$ cat config.mk
export PLATFORM = sky130hd
export DESIGN_NAME = mul_hilo_sched
export DESIGN_NICKNAME = d
export VERILOG_FILES = /design/src/rtl/mul_hilo_pkg.sv /design/src/rtl/mul_hilo_sched_arb.sv /design/src/rtl/mul_hilo_sched.sv
export SDC_FILE = /design/constraint.sdc
export NUM_CORES = 1
export LEC_CHECK = 0
export BUFFER_PORTS_ARGS = -buffer_cell sky130_fd_sc_hd__buf_2
export CAP_MARGIN = 20
export CORE_MARGIN = 1.5
export CORE_UTILIZATION = 31
export CTS_CLUSTER_SIZE = 14
export DETAILED_ROUTE_END_ITERATION = 8
export GPL_TIMING_DRIVEN = 0
export PLACE_DENSITY_LB_ADDON = 0.15
export SYNTH_ARGS = -nofsm -noshare
export SYNTH_HDL_FRONTEND = slang
export SYNTH_SLANG_ARGS = --single-unit
$ cat constraint.sdc
create_clock -name clk -period 2.55 [get_ports clk]
set_input_delay 0.51 -clock clk [delete_from_list [all_inputs] [get_ports clk]]
set_output_delay 0.51 -clock clk [all_outputs]
set_load 0.005 [all_outputs]
$ cat src/rtl/mul_hilo_pkg.sv
// Shared definitions for the HI/LO multiply scheduler.
//   state_t      : controller states (IDLE, LAUNCH, RUN, DRAIN)
//   HILO_SEL_*   : encoding of mf_sel for the MFHI/MFLO/MTHI/MTLO selector
package mul_hilo_pkg;

    typedef enum logic [1:0] {
        ST_IDLE   = 2'd0,
        ST_LAUNCH = 2'd1,
        ST_RUN    = 2'd2,
        ST_DRAIN  = 2'd3
    } state_t;

    localparam logic HILO_SEL_LO = 1'b0;
    localparam logic HILO_SEL_HI = 1'b1;

endpackage

$ cat src/rtl/mul_hilo_sched_arb.sv
// mul_req_arb: two-way fixed-priority grant between the issue pipes.
// Pipe 0 is older in program order and always wins; pipe 1 is only
// granted when pipe 0 is not requesting.
// Ports:
//   en         : controller can accept a new operation this cycle
//   req0_valid : pipe 0 request (blocks pipe 1)
//   flush      : pipeline flush, suppresses any grant
//   mt_valid   : MTHI/MTLO takes the HI/LO port this cycle
//   gnt0/gnt1  : ready to pipe 0 / pipe 1
module mul_req_arb (
    input  logic en,
    input  logic req0_valid,
    input  logic flush,
    input  logic mt_valid,
    output logic gnt0,
    output logic gnt1
);

    logic open;

    assign open = en && !flush && !mt_valid;
    assign gnt0 = open;
    assign gnt1 = open && !req0_valid;

endmodule

$ cat src/rtl/mul_hilo_sched.sv
// mul_hilo_sched: shares one iterative multiplier between two issue pipes,
// sequences each multiply, owns the architectural HI/LO registers and
// interlocks MFHI/MFLO/MTHI/MTLO against in-flight multiplies.
// Ports:
//   clk, rst_n                  : clock, asynchronous active-low reset
//   req{0,1}_valid/_signed/_a/_b: multiply requests (pipe 0 older)
//   req{0,1}_ready              : grant, handshake on valid && ready
//   flush                       : discard the in-flight result
//   mf_valid, mf_sel, mf_data   : HI/LO read (mf_data combinational)
//   mt_valid, mt_data           : HI/LO write, selected by mf_sel
//   hilo_stall                  : stall for the mf/mt issuer
//   done                        : one-cycle pulse when a multiply writes HI/LO
//   mul_start/_signed/_a/_b     : multiplier command
//   mul_busy, mul_s             : multiplier status and product
// Optional build macro MUL_HILO_PERF_EN adds saturating counters
//   perf_ops (completed multiplies) and perf_stall (hilo_stall cycles).
module mul_hilo_sched
    import mul_hilo_pkg::*;
#(
    parameter int WIDTH = 32
) (
    input  logic               clk,
    input  logic               rst_n,
    input  logic               req0_valid,
    input  logic               req0_signed,
    input  logic [WIDTH-1:0]   req0_a,
    input  logic [WIDTH-1:0]   req0_b,
    output logic               req0_ready,
    input  logic               req1_valid,
    input  logic               req1_signed,
    input  logic [WIDTH-1:0]   req1_a,
    input  logic [WIDTH-1:0]   req1_b,
    output logic               req1_ready,
    input  logic               flush,
    input  logic               mf_valid,
    input  logic               mf_sel,
    output logic [WIDTH-1:0]   mf_data,
    input  logic               mt_valid,
    input  logic [WIDTH-1:0]   mt_data,
    output logic               hilo_stall,
    output logic               done,
    output logic               mul_start,
    output logic               mul_signed,
    output logic [WIDTH-1:0]   mul_a,
    output logic [WIDTH-1:0]   mul_b,
    input  logic               mul_busy,
    input  logic [2*WIDTH-1:0] mul_s
`ifdef MUL_HILO_PERF_EN
    ,
    output logic [31:0]        perf_ops,
    output logic [31:0]        perf_stall
`endif
);

    state_t           state;
    logic [WIDTH-1:0] hi;
    logic [WIDTH-1:0] lo;
    logic             arb_en;
    logic             hs0;
    logic             hs1;

    // Grants are only offered in IDLE, never while reset is asserted, and
    // not in the cycle that carries the done pulse (one-bubble turnaround).
    assign arb_en = rst_n && (state == ST_IDLE) && !done;

    mul_req_arb u_arb (
        .en         (arb_en),
        .req0_valid (req0_valid),
        .flush      (flush),
        .mt_valid   (mt_valid),
        .gnt0       (req0_ready),
        .gnt1       (req1_ready)
    );

    assign hs0 = req0_valid && req0_ready;
    assign hs1 = req1_valid && req1_ready;

    assign mf_data    = (mf_sel == HILO_SEL_HI) ? hi : lo;
    assign hilo_stall = (mf_valid || mt_valid) && (state != ST_IDLE);

    always_ff @(posedge clk or negedge rst_n) begin
        if (!rst_n) begin
            state      <= ST_IDLE;
            hi         <= '0;
            lo         <= '0;
            mul_start  <= 1'b0;
            mul_signed <= 1'b0;
            mul_a      <= '0;
            mul_b      <= '0;
            done       <= 1'b0;
        end else begin
            done <= 1'b0;
            case (state)
                ST_IDLE: begin
                    // MT owns HI/LO this cycle; the arbiter already withheld
                    // both grants. A flush leaves HI/LO untouched.
                    if (mt_valid) begin
                        if (!flush) begin
                            if (mf_sel == HILO_SEL_HI) hi <= mt_data;
                            else                       lo <= mt_data;
                        end
                    end else if (hs0) begin
                        mul_a      <= req0_a;
                        mul_b      <= req0_b;
                        mul_signed <= req0_signed;
                        mul_start  <= 1'b1;
                        state      <= ST_LAUNCH;
                    end else if (hs1) begin
                        mul_a      <= req1_a;
                        mul_b      <= req1_b;
                        mul_signed <= req1_signed;
                        mul_start  <= 1'b1;
                        state      <= ST_LAUNCH;
                    end
                end
                // mul_busy is not yet meaningful while start is being presented.
                ST_LAUNCH: begin
                    mul_start <= 1'b0;
                    state     <= flush ? ST_DRAIN : ST_RUN;
                end
                ST_RUN: begin
                    if (!mul_busy) begin
                        // A flush coinciding with completion discards the product.
                        if (!flush) begin
                            hi   <= mul_s[2*WIDTH-1:WIDTH];
                            lo   <= mul_s[WIDTH-1:0];
                            done <= 1'b1;
                        end
                        state <= ST_IDLE;
                    end else if (flush) begin
                        state <= ST_DRAIN;
                    end
                end
                ST_DRAIN: begin
                    if (!mul_busy) state <= ST_IDLE;
                end
                default: state <= ST_IDLE;
            endcase
        end
    end

`ifdef MUL_HILO_PERF_EN
    always_ff @(posedge clk or negedge rst_n) begin
        if (!rst_n) begin
            perf_ops   <= '0;
            perf_stall <= '0;
        end else begin
            if (done && (perf_ops != '1))         perf_ops   <= perf_ops + 32'd1;
            if (hilo_stall && (perf_stall != '1)) perf_stall <= perf_stall + 32'd1;
        end
    end
`endif

endmodule
# --- After elaboration in Yosys (flattened, before gate mapping) ---
# Index checks and enable logic that the tools add are counted.
totals:
  regBits: 133
classes:
  n_mux: 34
  n_eq_ne: 13
  bitwise: 1
  n_reduce_logical: 23
op_table:
  columns: ["op", "n"]
  rows:
  - ["32-bit 2-to-1 mux", 15]
  - ["32-bit case mux with 2 select lines", 2]
  - ["2-bit inequality test, second input constant", 8]
  - ["2-bit 2-to-1 mux", 6]
  - ["6-bit AND reduction", 2]
  - ["1-bit 2-to-1 mux", 9]
  - ["1-bit logical AND", 8]
  - ["2-bit case mux with 4 select lines", 1]
  - ["2-bit nonzero test", 4]
  - ["3-bit inequality test, second input constant", 2]
  - ["3-bit AND reduction", 2]
  - ["2-bit == test, second input constant", 2]
  - ["1-bit zero test", 4]
  - ["4-bit AND reduction", 1]
  - ["2-bit by 1-bit == test with 1-bit output, second input constant", 1]
  - ["2-bit zero test", 1]
  - ["1-bit case mux with 2 select lines", 1]
  - ["1-bit logical OR", 1]
  - ["1-bit inverter", 1]

# --- Logic depth before layout (Yosys ltp) ---
# Gate-level depths: netlist of the first run.
depth:
  depth_word: 11
  depth_mapped: 6
  ltp_nobuf: 3

# --- Modules after synthesis ---
# From an unflattened synthesis of the first run, not the netlist that was laid out.
unflattened:
  cells_unflattened: 476
  area_unflattened_um2: 6945.4
modules_own_cells:
  columns: ["mod", "n_inst", "area_each_um2", "cells_per_inst", "seq_area_each_um2"]
  rows:
  - ["mul_hilo_sched", 1, 6922.9, 474, 3328.2]
  - ["mul_req_arb", 1, 22.5, 2, 0.0]

# --- Worst setup path after synthesis of the first run ---
# OpenSTA, ideal clock, no wires.
synth_path:
  path_kind: "input port to output port"
  start: "in mf_sel"
  end: "out mf_data[10]"
  setup_slack_ps: 597
  arrival_ps: 1443
  cell_stages: 3
  t_required_ps: 2040
  path_cell_list: "clkbuf_1 clkbuf_1 mux2_2"
synth_between:
  elab_chain_cells: 1
synth_rtl:
  columns: ["element", "line_no", "source"]
  rows:
  - ["start: declaration", "mul_hilo_sched.sv:36", "input logic mf_sel,"]
  - ["32-bit 2-to-1 mux", "mul_hilo_sched.sv:78", "assign mf_data = (mf_sel == HILO_SEL_HI) ? hi : lo;"]
  - ["end: declaration", "mul_hilo_sched.sv:37", "output logic [WIDTH-1:0] mf_data,"]
# No other way between the ends.

# --- Worst setup path after layout of the first run ---
layout_path:
  start: "in mf_sel"
  end: "out mf_data[12]"
# Same word-level chain as after synthesis.

==> impl_summary.md, run 1 <==
Pwr
The part of the power in combinational logic is 0.398. IR analysis of the VDD net gives a maximum drop of 0.386 mV. The total chip power is 0.0101 W. The share of total power dissipated in the clock network is 0.252.

In this run the power density over the cells is 930 nW/µm². The internal power of the cells totals 0.00660 W. Of the total power, the share spent switching nets is 0.343. The net switching power of the design is 0.00345 W. The share of power burned in registers is 0.349. The standby leakage power is 5.24 nW.

Placement
The HPWL after detailed placement is 19800 µm. The final weighted congestion in routability-driven placement is 0.774. The count of input and output buffers is 334.

The cell total after placement is 1384. The standard cell area after detailed placement is 9970 µm².

Cells and area
The repair_antennas step left the layout with diodes totalling 0. The multi-input combinational cells in the finished layout cover a total of 3940 µm². The synthesis-to-finish area growth is 37.6%. The number of fillers in the final layout is 2500. The number of standard cells in the final layout excluding fillers is 1423. The finished layout cell area is 10800 µm². The number of nets in the layout is 1315. The area used by sequential logic in the layout is 3330 µm². Of the cells placed in the final design, the portion with a size suffix greater than 1 is 0.525.

Floorplan
The floorplan has 58 rows. The core region is 25000 µm². The overall die area is 26300 µm². The top-level I/O count is 337. In this run the horizontal extent of the chip is 162 µm. The die height is 162 µm. The initial standard-cell utilization of the core is 0.314.

Route
The iteration-0 DRC count of the detailed router is 325. The uppermost signal routing layer after detailed routing is met5. The count of vias placed by the detailed router is 7191. The wire length on met3 is 1820 µm. In the final routed layout, each cell accounts on average for 19.3 µm. The post-detailed-route count of antenna-violating nets is 0. After detailed routing, the met2 layer carries 13000 µm of wire. Dividing the detail-routed via count by the number of cells gives 5.05.

The met1 wire length is 12100 µm. The total routed wirelength is 27400 µm. For this run, the detailed router's first-pass iteration total came to 5. The final routed DRC violation total is 0.

Critical path
Traced cell by cell, the critical path runs through clkbuf_1, clkbuf_1, mux2_2, buf_2. The critical path data required time is 2.04 ns. On the worst path, the slowest cell contributes a delay of 0.54 ns. For the worst setup path, the data arrival time is 1.93 ns. The length in cells of the worst reg-to-reg path is 6.

The dominant delay contributor by cell family on the critical path is buffers and inverters. The peak fanout along the critical path is 10. The logic depth of the worst setup path including buffers is 4. The setup path with the least slack is of type primary input to primary output.

The setup slack on the worst flop-to-flop path is 0.18 ns. The most critical setup path has its endpoint at mf_data[12]. The worst register-to-register path ends at mul_a[8]$_DFFE_PN0P_. The element type at the critical path end is a primary output.

The source of the critical timing path is mf_sel. Counting both buffers and inverters, the worst setup path holds a total of 3. The worst setup path is launched from a primary input. The cell with the largest stage delay on the worst path is sky130_fd_sc_hd__clkbuf_1.

The most repeated library cell on the critical path is sky130_fd_sc_hd__clkbuf_1. The origin of the critical flop-to-flop path is state[1]$_DFFE_PN0P_.

Synthesis
In this run, synthesis inferred 0 flip-flops with an integrated enable. The commonest cells after synthesis are sky130_fd_sc_hd__dfrtp_1, sky130_fd_sc_hd__mux2_2, sky130_fd_sc_hd__nor2_1. The synthesized netlist contains 29 unique library cells. In the synthesized netlist the async set-or-reset flop fraction comes to 1.00. Synthesis handed over a netlist of 719 instances. Counting every net in the synthesized netlist gives 954. Of the post-synthesis cell area, the dominant cell type holds 0.424. In this run the mean area of a mapped cell was 10.9 µm². The commonest register cell after synthesis is sky130_fd_sc_hd__dfrtp_1. The largest total area in the synthesized netlist belongs to sky130_fd_sc_hd__dfrtp_1. The share of the yosys chip area belonging to registers is 0.424.

The register bit count reported by yosys is 133. The cell area that synthesis handed to floorplanning was 7860 µm². Sorting the synthesized cells by area gives the leading types as sky130_fd_sc_hd__dfrtp_1, sky130_fd_sc_hd__mux2_2, sky130_fd_sc_hd__mux2_1. The Yosys step of the flow raised 0 warnings. The most numerous cell in the Yosys netlist is sky130_fd_sc_hd__dfrtp_1.

Clock network
TritonCTS built the clock tree. The clock-pin slew on the worst setup and hold paths is 0.08 ns. The clock passes through at most 2 buffers. In this run the clock root is driven by a sky130_fd_sc_hd__clkbuf_16. At the later pin of the worst-skew pair, clock insertion delay measures 0.42 ns. For this design, the sink count on the clock tree is 133. TritonCTS created 17 clock buffers.

The number of H-tree levels is 4.

Timing
The pin slew with the least headroom to its limit is 0.669 ns. The worst-case headroom to the max-slew limit is 0.553. The setup-violating endpoint count in the final report is 0. For the finished layout, the period the worst path requires is 2.44 ns.

The number of hold violations in the final report is 0. Hold timing on the final database bottoms out at a slack of 0.0290 ns. Setup repair after global routing left no endpoint under its margin.

The final worst clock skew is 0.0164 ns. The final max-slew violation count is 0. Dividing the final minimum period by the clock period gives 0.957.

The timing-limited maximum frequency is 0.410 GHz.

Run status
The run finished with clean final reports.

Job
The max capacitance violation total is 0.

GRT
The initial antenna violation count is 3. The pin count of the biggest net entering global routing is 39. The remaining global-route overflow is 0. The first-pass GRT wire length is 42200 µm. The number of global-route vias before repair came to 7401. The total track usage is 0.209.

Hold path
The path category of the worst min-delay check is primary input to async pin.
-- per-stage QoR --
stage | utilization | setup TNS (ns) | setup slack (ns)
2_1_floorplan | - | 0 | 0.597
3_3_place_gp | 0.397 | -319.75 | -2.61
3_5_place_dp | 0.398 | -63.89 | -1.07
4_1_cts | 0.431 | 0 | 0.00415
5_1_grt | 0.432 | 0 | 0.00269
6_report | 0.432 | 0 | 0.110
-- cell type report --
| cell class | instances | share of cell area |
|---|---|---|
| plain buffers | 75 | 0.0346 |
| clock buffers | 18 | 0.0406 |
| clock inverters | 14 | 0.0151 |
| inverters | 67 | 0.0233 |
| multi-input cells | 444 | 0.364 |
| flip-flops and latches | 133 | 0.308 |
| well taps | 330 | 0.0382 |
| repair buffers | 342 | 0.176 |
-- cells by family after synthesis --
group,count (synthesis),synth area share
compound gates,136,0.171
buf+inv,142,0.0780
flops,133,0.424
mux,160,0.229
simple gates,148,0.0979
-- worst min path at each step --
stage	slack [ns]	to	start
after detailed placement	0.49	hi[16]$_DFFE_PN0P_	hi[16]$_DFFE_PN0P_
after floorplan	0.21	done$_DFF_PN0_	rst_n
after global placement	0.47	hi[29]$_DFFE_PN0P_	hi[29]$_DFFE_PN0P_
after CTS	0.02	mul_b[6]$_DFFE_PN0P_	rst_n
final	0.03	mul_b[3]$_DFFE_PN0P_	rst_n
after global routing	0.01	hi[27]$_DFFE_PN0P_	rst_n
-- worst register-to-register path: stages (launching register included) --
cell and delay, ns:
sky130_fd_sc_hd__dfrtp_1 0.39, sky130_fd_sc_hd__buf_2 0.20, sky130_fd_sc_hd__nor2_2 0.33, sky130_fd_sc_hd__buf_2 0.33
sky130_fd_sc_hd__buf_1 0.50, sky130_fd_sc_hd__a41oi_1 0.22, sky130_fd_sc_hd__o221a_2 0.28
-- power by group through the flow --
| stage | logic, W | clock network (W) | registers (W) |
|---|---|---|---|
| 6_report | 0.00400 | 0.00254 | 0.00351 |
| 5_1_grt | 0.00440 | 0.00271 | 0.00363 |
| 4_1_cts | 0.00406 | 0.00260 | 0.00351 |
| 3_5_place_dp | 0.00400 | 0 | 0.00353 |
| 3_3_place_gp | 0.00396 | 0 | 0.00352 |
| 2_1_floorplan | 0.00245 | 0 | 0.00343 |
-- metal layers --
metal  vias to the layer above  GRT usage
met5                         -          0
met4                         4     0.0584
met3                        24     0.0498
met2                       269      0.348
met1                      3480      0.271
li1                       3414          -
-- state kept, by name (all words and copies together) (netlist names) --
register and flops:
hi 32, lo 32, mul_a 32, mul_b 32, state 2, done 1, mul_signed 1, mul_start 1
-- layout by cell type, fill, tap and decap left out, drive strengths merged, types with 5 or more instances in the layout --
master,n
inv,74
clkbuf,58
a41oi,65
or3,65
dfrtp,133
nor2,68
bufbuf,5
buf,371
mux2,160
o221a,65
-- repair_timing --
action | in CTS | in global routing
gates cloned | 5 | 0
hold buffers | 1 | 0
pin swaps | 1 | 1
buffers inserted | 1 | 0
endpoints found under the setup margin | 70 | 5
hold endpoints to repair | 12 | 0
gates resized for setup | 11 | 4
(Power assumes the default switching activity.)
==> inputs of run 2 (changes only) <==
MAX_ROUTING_LAYER = met4   (was default)
==> impl_summary.md, run 2 (same netlist as run 1, synthesis figures left out) <==
Placement
The standard cell area after detailed placement is 9970 µm². The congestion estimate from routability-driven global placement came to 0.788. The wire-length estimate of the detail-placed layout is 19800 µm. The count of input and output buffers is 334. The post-placement worst setup slack is -1.07 ns. The number of placed instances, taps included, is 1384.

Timing
Setup slack on the critical path of the routed design comes to 0.107 ns. The smallest hold slack is 0.0276 ns. Setup violations remaining at the end of the flow were counted as 0. The routed design could run at a clock period as short as 2.44 ns. The portion of the clock cycle consumed by the worst path in the final layout is 0.958. The pin slew with the least headroom to its limit is 0.680 ns. The number of hold violations in the final report is 0. Setup repair after global routing left no endpoint under its margin.

The worst pin sits at a relative slew slack of 0.545. The final worst clock skew is 0.0187 ns. Derived from the worst setup path, the maximum achievable clock frequency is 0.409 GHz. The final max-slew violation count is 0.

Cells and area
Compared with the post-synthesis result, the final layout area differs by 37.6%. The final layout contains 1315 nets. The area of combinational cells with multiple inputs is 3940 µm². The area used by sequential logic in the layout is 3330 µm².

Fill cells in the final layout number 2504. Of the cells placed in the final design, the portion with a size suffix greater than 1 is 0.525. The share of the core filled with cells is 0.432. The finished layout holds 1426 standard cells, fillers aside. The library cell used most frequently in the layout, excluding fill and tap cells, is sky130_fd_sc_hd__buf_2. In the layout the commonest cells are sky130_fd_sc_hd__buf_2, sky130_fd_sc_hd__dfrtp_1, sky130_fd_sc_hd__mux2_2.

The finished layout cell area is 10800 µm².

GRT
The total overflow left after global routing is 0. The number of global-route vias before repair is 7413. The first-pass GRT wire length is 42200 µm. In the global route stage, overall resource usage came out at 0.216. The pin count of the biggest net entering global routing is 39. The initial antenna violation count is 3.

Critical path
Data on the critical path arrives at its endpoint at 1.93 ns. The worst setup path is launched from a primary input. The worst setup path is of the primary input to primary output kind. Tracing the worst setup path back leads to its startpoint at mf_sel. The peak fanout along the critical path is 10. The setup slack on the worst flop-to-flop path is 0.22 ns. The origin of the critical flop-to-flop path is state[1]$_DFFE_PN0P_. The worst reg2reg path endpoint is mul_a[8]$_DFFE_PN0P_. STA classifies the critical path endpoint as a primary output. Counting cells, the worst reg-to-reg path comes to 6.

The critical path data required time is 2.04 ns.

Clock network
The latest clock arrival within the worst-skew pair is 0.42 ns. The clock tree from TritonCTS is yes. The maximum root-to-sink buffer count is 2.

The clock-pin slew on the worst setup and hold paths is 0.08 ns. Counting the buffers created by CTS gives 17. In this run the number of H-tree levels came out at 4.

The buffer cell driving the clock tree root is sky130_fd_sc_hd__clkbuf_16. The number of clock sinks is 133.

Floorplan
The placeable core region is 25000 µm². The floorplan step defined a die boundary enclosing 26300 µm². For this configuration, the core starts out at a cell density of 0.314. From bottom edge to top edge, the die measures 162 µm. The chip width is 162 µm.

The top-level I/O count is 337. The number of standard-cell rows in the floorplan is 58.

Job
The max capacitance violation total is 0.

Route
The pre-antenna-repair detailed-routing pass consisted of 5 iterations. The iteration-0 DRC count of the detailed router is 332. The post-detailed-route count of antenna-violating nets is 0. Dividing the detail-routed wire length by the instance count gives 19.2 µm. The detailed-route vias per instance is 5.03. The detailed router placed 7179 vias in this run. For this run, design rule violations remaining after detail routing come to 0. The total routed wirelength is 27400 µm.

Pwr
The share of total power dissipated in sequential elements is 0.350. Of the total power, combinational logic draws 0.398. The internal power consumption is 0.00660 W. The switching share of power is 0.343. Of the total power, the clock network draws 0.252. The net switching power of the design is 0.00344 W.

For this design the static power due to leakage is 5.24 nW. The total power density per cell area is 929 nW/µm². The highest ir drop seen on vdd is 0.385 mV.

Hold path
The path category of the worst min-delay check is primary input to async pin.

Run status
The flow ran to the end, and the final reports show no timing, DRC or antenna violations.
-- run 2: changes by cell type in the layout (fill, tap and decap cells not counted) --
cell | previous run | this run
sky130_fd_sc_hd__diode_2 | 0 | 3
-- run 2: layout make-up --
class                      instances  area share
multi-input combinational        444       0.364
sequential                       133       0.308
timing repair buffer             342       0.176
clock buffer                      18      0.0406
tap                              330      0.0382
buffer                            75      0.0346
inverter                          67      0.0233
clock inverter                    14      0.0150
antenna                            3    0.000694
-- run 2: per-layer routing --
layer  vias up  global-route usage  wire length, µm
met3        20              0.0439             1710
met4         0              0.0584              367
met1      3471               0.275            12200
li1       3416                   -                -
met2       272               0.348            13100
met5         -                   -                0
-- run 2: how the worst max path moves through the flow --
stage	depth (start not counted)	endpoint	slack [ns]
final	4	mf_data[12]	0.11
after global routing	6	mul_a[8]$_DFFE_PN0P_	0.003
after CTS	4	req1_ready	0.004
after detailed placement	7	mul_b[19]$_DFFE_PN0P_	-1.07
after global placement	6	mul_b[19]$_DFFE_PN0P_	-2.61
after floorplan	3	mf_data[10]	0.60
-- run 2: repair_timing --
item,4_1_cts,5_1_grt
resized for setup,11,4
hold buffers,1,0
setup endpoints to repair,70,5
pin swaps,1,1
hold endpoints to repair,12,0
buffers inserted,1,0
gates cloned,5,0
-- run 2: power by group through the flow --
stage / clock network (W) / registers (W) / logic [W]
floorplan: 0 / 0.00343 / 0.00245
global placement: 0 / 0.00352 / 0.00396
detailed placement: 0 / 0.00353 / 0.00400
CTS: 0.00260 / 0.00351 / 0.00406
global route: 0.00271 / 0.00363 / 0.00440
finish: 0.00253 / 0.00351 / 0.00400
-- run 2: stage by stage --
step / setup TNS (ns) / power, W
finish: 0 / 0.0100
CTS: 0 / 0.0102
global placement: -319.75 / 0.00748
floorplan: 0 / 0.00587
global route: 0 / 0.0107
detailed placement: -63.89 / 0.00753
-- run 2: worst max-delay path, stage by stage --
cell and delay [ns]:
sky130_fd_sc_hd__clkbuf_1 0.32, sky130_fd_sc_hd__clkbuf_1 0.54, sky130_fd_sc_hd__mux2_2 0.43, sky130_fd_sc_hd__buf_2 0.14
==> inputs of run 3 (changes only) <==
CORE_UTILIZATION = 45   (was 31)
==> impl_summary.md, run 3 (same netlist as run 1, synthesis figures left out) <==
Run status
The run finished with clean final reports.

Critical path
The largest stage delay on the critical path is 0.59 ns. The launching element type of the critical path is a flop. The element type at the critical path end is a primary output.

Traced cell by cell, the critical path runs through or4b_4, nor3_4, buf_4, buf_2. The data arrival at the endpoint of the critical path is 1.93 ns. The dominant delay contributor by cell family on the critical path is simple AND/OR/NAND/NOR gates. Counting both buffers and inverters, the worst setup path holds a total of 2.

STA puts the critical path data required time at 2.04 ns. Along the worst path, the maximum fanout reaches 10. The worst setup path is of the flop to primary output kind.

The setup slack on the worst flop-to-flop path is 0.35 ns. The cell with the largest stage delay on the worst path is sky130_fd_sc_hd__or4b_4.

Pwr
The net switching power of the design is 0.00334 W. Of the total power, the share spent switching nets is 0.337. Across the VDD grid, the largest voltage drop is 0.484 mV. Dividing total power by cell area gives a power density of 934 nW/µm².

The share of total power dissipated in combinational logic is 0.399. The clock share of power is 0.248. The internal power consumption is 0.00658 W. The share of total power dissipated in sequential elements is 0.354. The standby leakage power is 5.21 nW.

Cells and area
Once layout is complete, the cells apart from fillers number 1319. In the layout the commonest cells are sky130_fd_sc_hd__buf_2, sky130_fd_sc_hd__dfrtp_1, sky130_fd_sc_hd__mux2_2. In the final layout, the share of cells above drive strength 1 is 0.522.

Measured on the finished design, the core utilization comes to 0.618. The number of fillers in the final layout is 1527. Compared with the post-synthesis result, the final layout area differs by 35.1%. The finished layout cell area is 10600 µm². The final layout contains 1313 nets.

The most common cell after layout, fill and taps aside is sky130_fd_sc_hd__buf_2.

Clock network
The latest clock arrival within the worst-skew pair is 0.42 ns. TritonCTS created 17 clock buffers. In this run the post-CTS setup repair buffer count came out at 0. The H-tree generated during clock tree synthesis spans 4 levels.

No sink is reached through more buffers than the 2 on the longest clock path. The tree built by TritonCTS fans out to 133 sinks. The clock-pin slew on the worst setup and hold paths is 0.06 ns.

The tree is rooted in a sky130_fd_sc_hd__clkbuf_16. The clock tree from TritonCTS is yes.

Floorplan
For this configuration, the core starts out at a cell density of 0.457. The core region is 17200 µm². 337 I/O pins were placed. After floorplanning, the core was divided into 48 placement rows.

The die is 135 µm tall. In this run the horizontal extent of the chip is 135 µm. The die covers 18300 µm².

Timing
The final max-slew violation count is 0. The timing-limited maximum frequency is 0.410 GHz. The portion of the clock cycle consumed by the worst path in the final layout is 0.956.

For the final database, setup skew stands at 0.00849 ns. Setup repair after global routing left no endpoint under its margin. The worst pin sits at a relative slew slack of 0.579. The pin slew with the least headroom to its limit is 0.622 ns. The setup-violating endpoint count in the final report is 0. The number of hold violations in the final report is 0. Summed over all failing endpoints, the final setup total negative slack is 0 ns. For the finished layout, the period the worst path requires is 2.44 ns.

GRT
The first global-routing pass estimated 38900 µm of wire. The number of global-route vias before repair is 7401. In the global route stage, overall resource usage came out at 0.283.

The pin count of the biggest net entering global routing is 47. After global routing the overflow that remains totals 0. The initial antenna violation count is 3.

Route
The post-detailed-route count of antenna-violating nets is 0. The number of detailed-route iterations in the first pass is 5. After detailed routing, the number of vias per cell comes to 5.54. In the final routed layout, each cell accounts on average for 18.8 µm.

The count of vias placed by the detailed router is 7310. After detailed routing, the total wire length is 24900 µm. The iteration-0 DRC count of the detailed router is 351. The final routed DRC violation total is 0.

Placement
The congestion estimate from routability-driven global placement came to 0.821. After detailed placement, the total cell area comes to 9840 µm². The detailed-placement wirelength estimate is 18200 µm. Once placement completed, the tool counted placed cells totaling 1279. Input and output buffers added on the ports amount to 334.

Hold path
The path category of the worst min-delay check is primary input to async pin.

Job
The max capacitance violation total is 0.
-- run 3: cell types whose count changed in the layout (fill, tap and decap cells not counted), moves of 2 or more --
cell	before	now
sky130_fd_sc_hd__clkinvlp_4	3	0
sky130_fd_sc_hd__bufbuf_16	5	3
sky130_fd_sc_hd__inv_6	5	2
sky130_fd_sc_hd__clkbuf_1	38	40
sky130_fd_sc_hd__clkinv_2	1	3
sky130_fd_sc_hd__clkinv_4	1	5
-- run 3: final timing paths --
path	cells past startpoint	startpoint	to
max	4	done$_DFF_PN0_	req0_ready
min reg2reg	1	hi[26]$_DFFE_PN0P_	hi[26]$_DFFE_PN0P_
min	1	rst_n	lo[15]$_DFFE_PN0P_
max in group asynchronous	3	rst_n	hi[21]$_DFFE_PN0P_
min in group clk	2	mul_busy	done$_DFF_PN0_
max reg2reg	6	state[1]$_DFFE_PN0P_	mul_b[28]$_DFFE_PN0P_
-- run 3: worst reg2reg max path: cells and delay by family, from the launching register on --
| kind | cells | cell delay (ns) |
|---|---|---|
| buf+inv | 3 | 0.94 |
| compound gates | 2 | 0.47 |
| flops | 1 | 0.39 |
| simple gates | 1 | 0.28 |
-- run 3: area by class of cell --
| type | count | area, µm² | share of cell area |
|---|---|---|---|
| multi-input combinational | 444 | 3930 | 0.370 |
| sequential | 133 | 3330 | 0.314 |
| timing repair buffer | 340 | 1850 | 0.175 |
| clock buffer | 19 | 443 | 0.0417 |
| buffer | 75 | 369 | 0.0348 |
| tap | 225 | 282 | 0.0265 |
| inverter | 67 | 251 | 0.0237 |
| clock inverter | 13 | 148 | 0.0139 |
| antenna | 3 | 7.51 | 0.000707 |
-- run 3: metal layers --
| layer | global-route usage | up-vias | routed length (µm) |
|---|---|---|---|
| li1 | - | 3413 | - |
| met1 | 0.329 | 3526 | 10000 |
| met2 | 0.473 | 314 | 12300 |
| met3 | 0.0629 | 57 | 1740 |
| met4 | 0.118 | 0 | 765 |
| met5 | - | - | 0 |
-- run 3: metrics by stage --
step,power [W],hold slack (ns),worst slack (ns)
final,0.00992,0.0425,0.112
after global routing,0.0105,0.0334,0.00806
after CTS,0.00998,0.0307,0.0428
after detailed placement,0.00746,0.457,-0.584
after global placement,0.00736,0.466,-2.20
after floorplan,0.00587,0.214,0.597
-- run 3: timing repair --
item                       CTS  global route
hold endpoints to repair    20             0
gates cloned                 3             0
hold buffers                 1             0
resized for setup            8             3
setup endpoints to repair   43             2
-- run 3: power by group through the flow --
stage                     Clock, W  Combinational [W]  Sequential, W
after floorplan                  0            0.00245        0.00343
after global placement           0            0.00387        0.00349
after CTS                  0.00249            0.00399        0.00350
final                      0.00245            0.00395        0.00351
after global routing       0.00258            0.00433        0.00362
after detailed placement         0            0.00395        0.00351
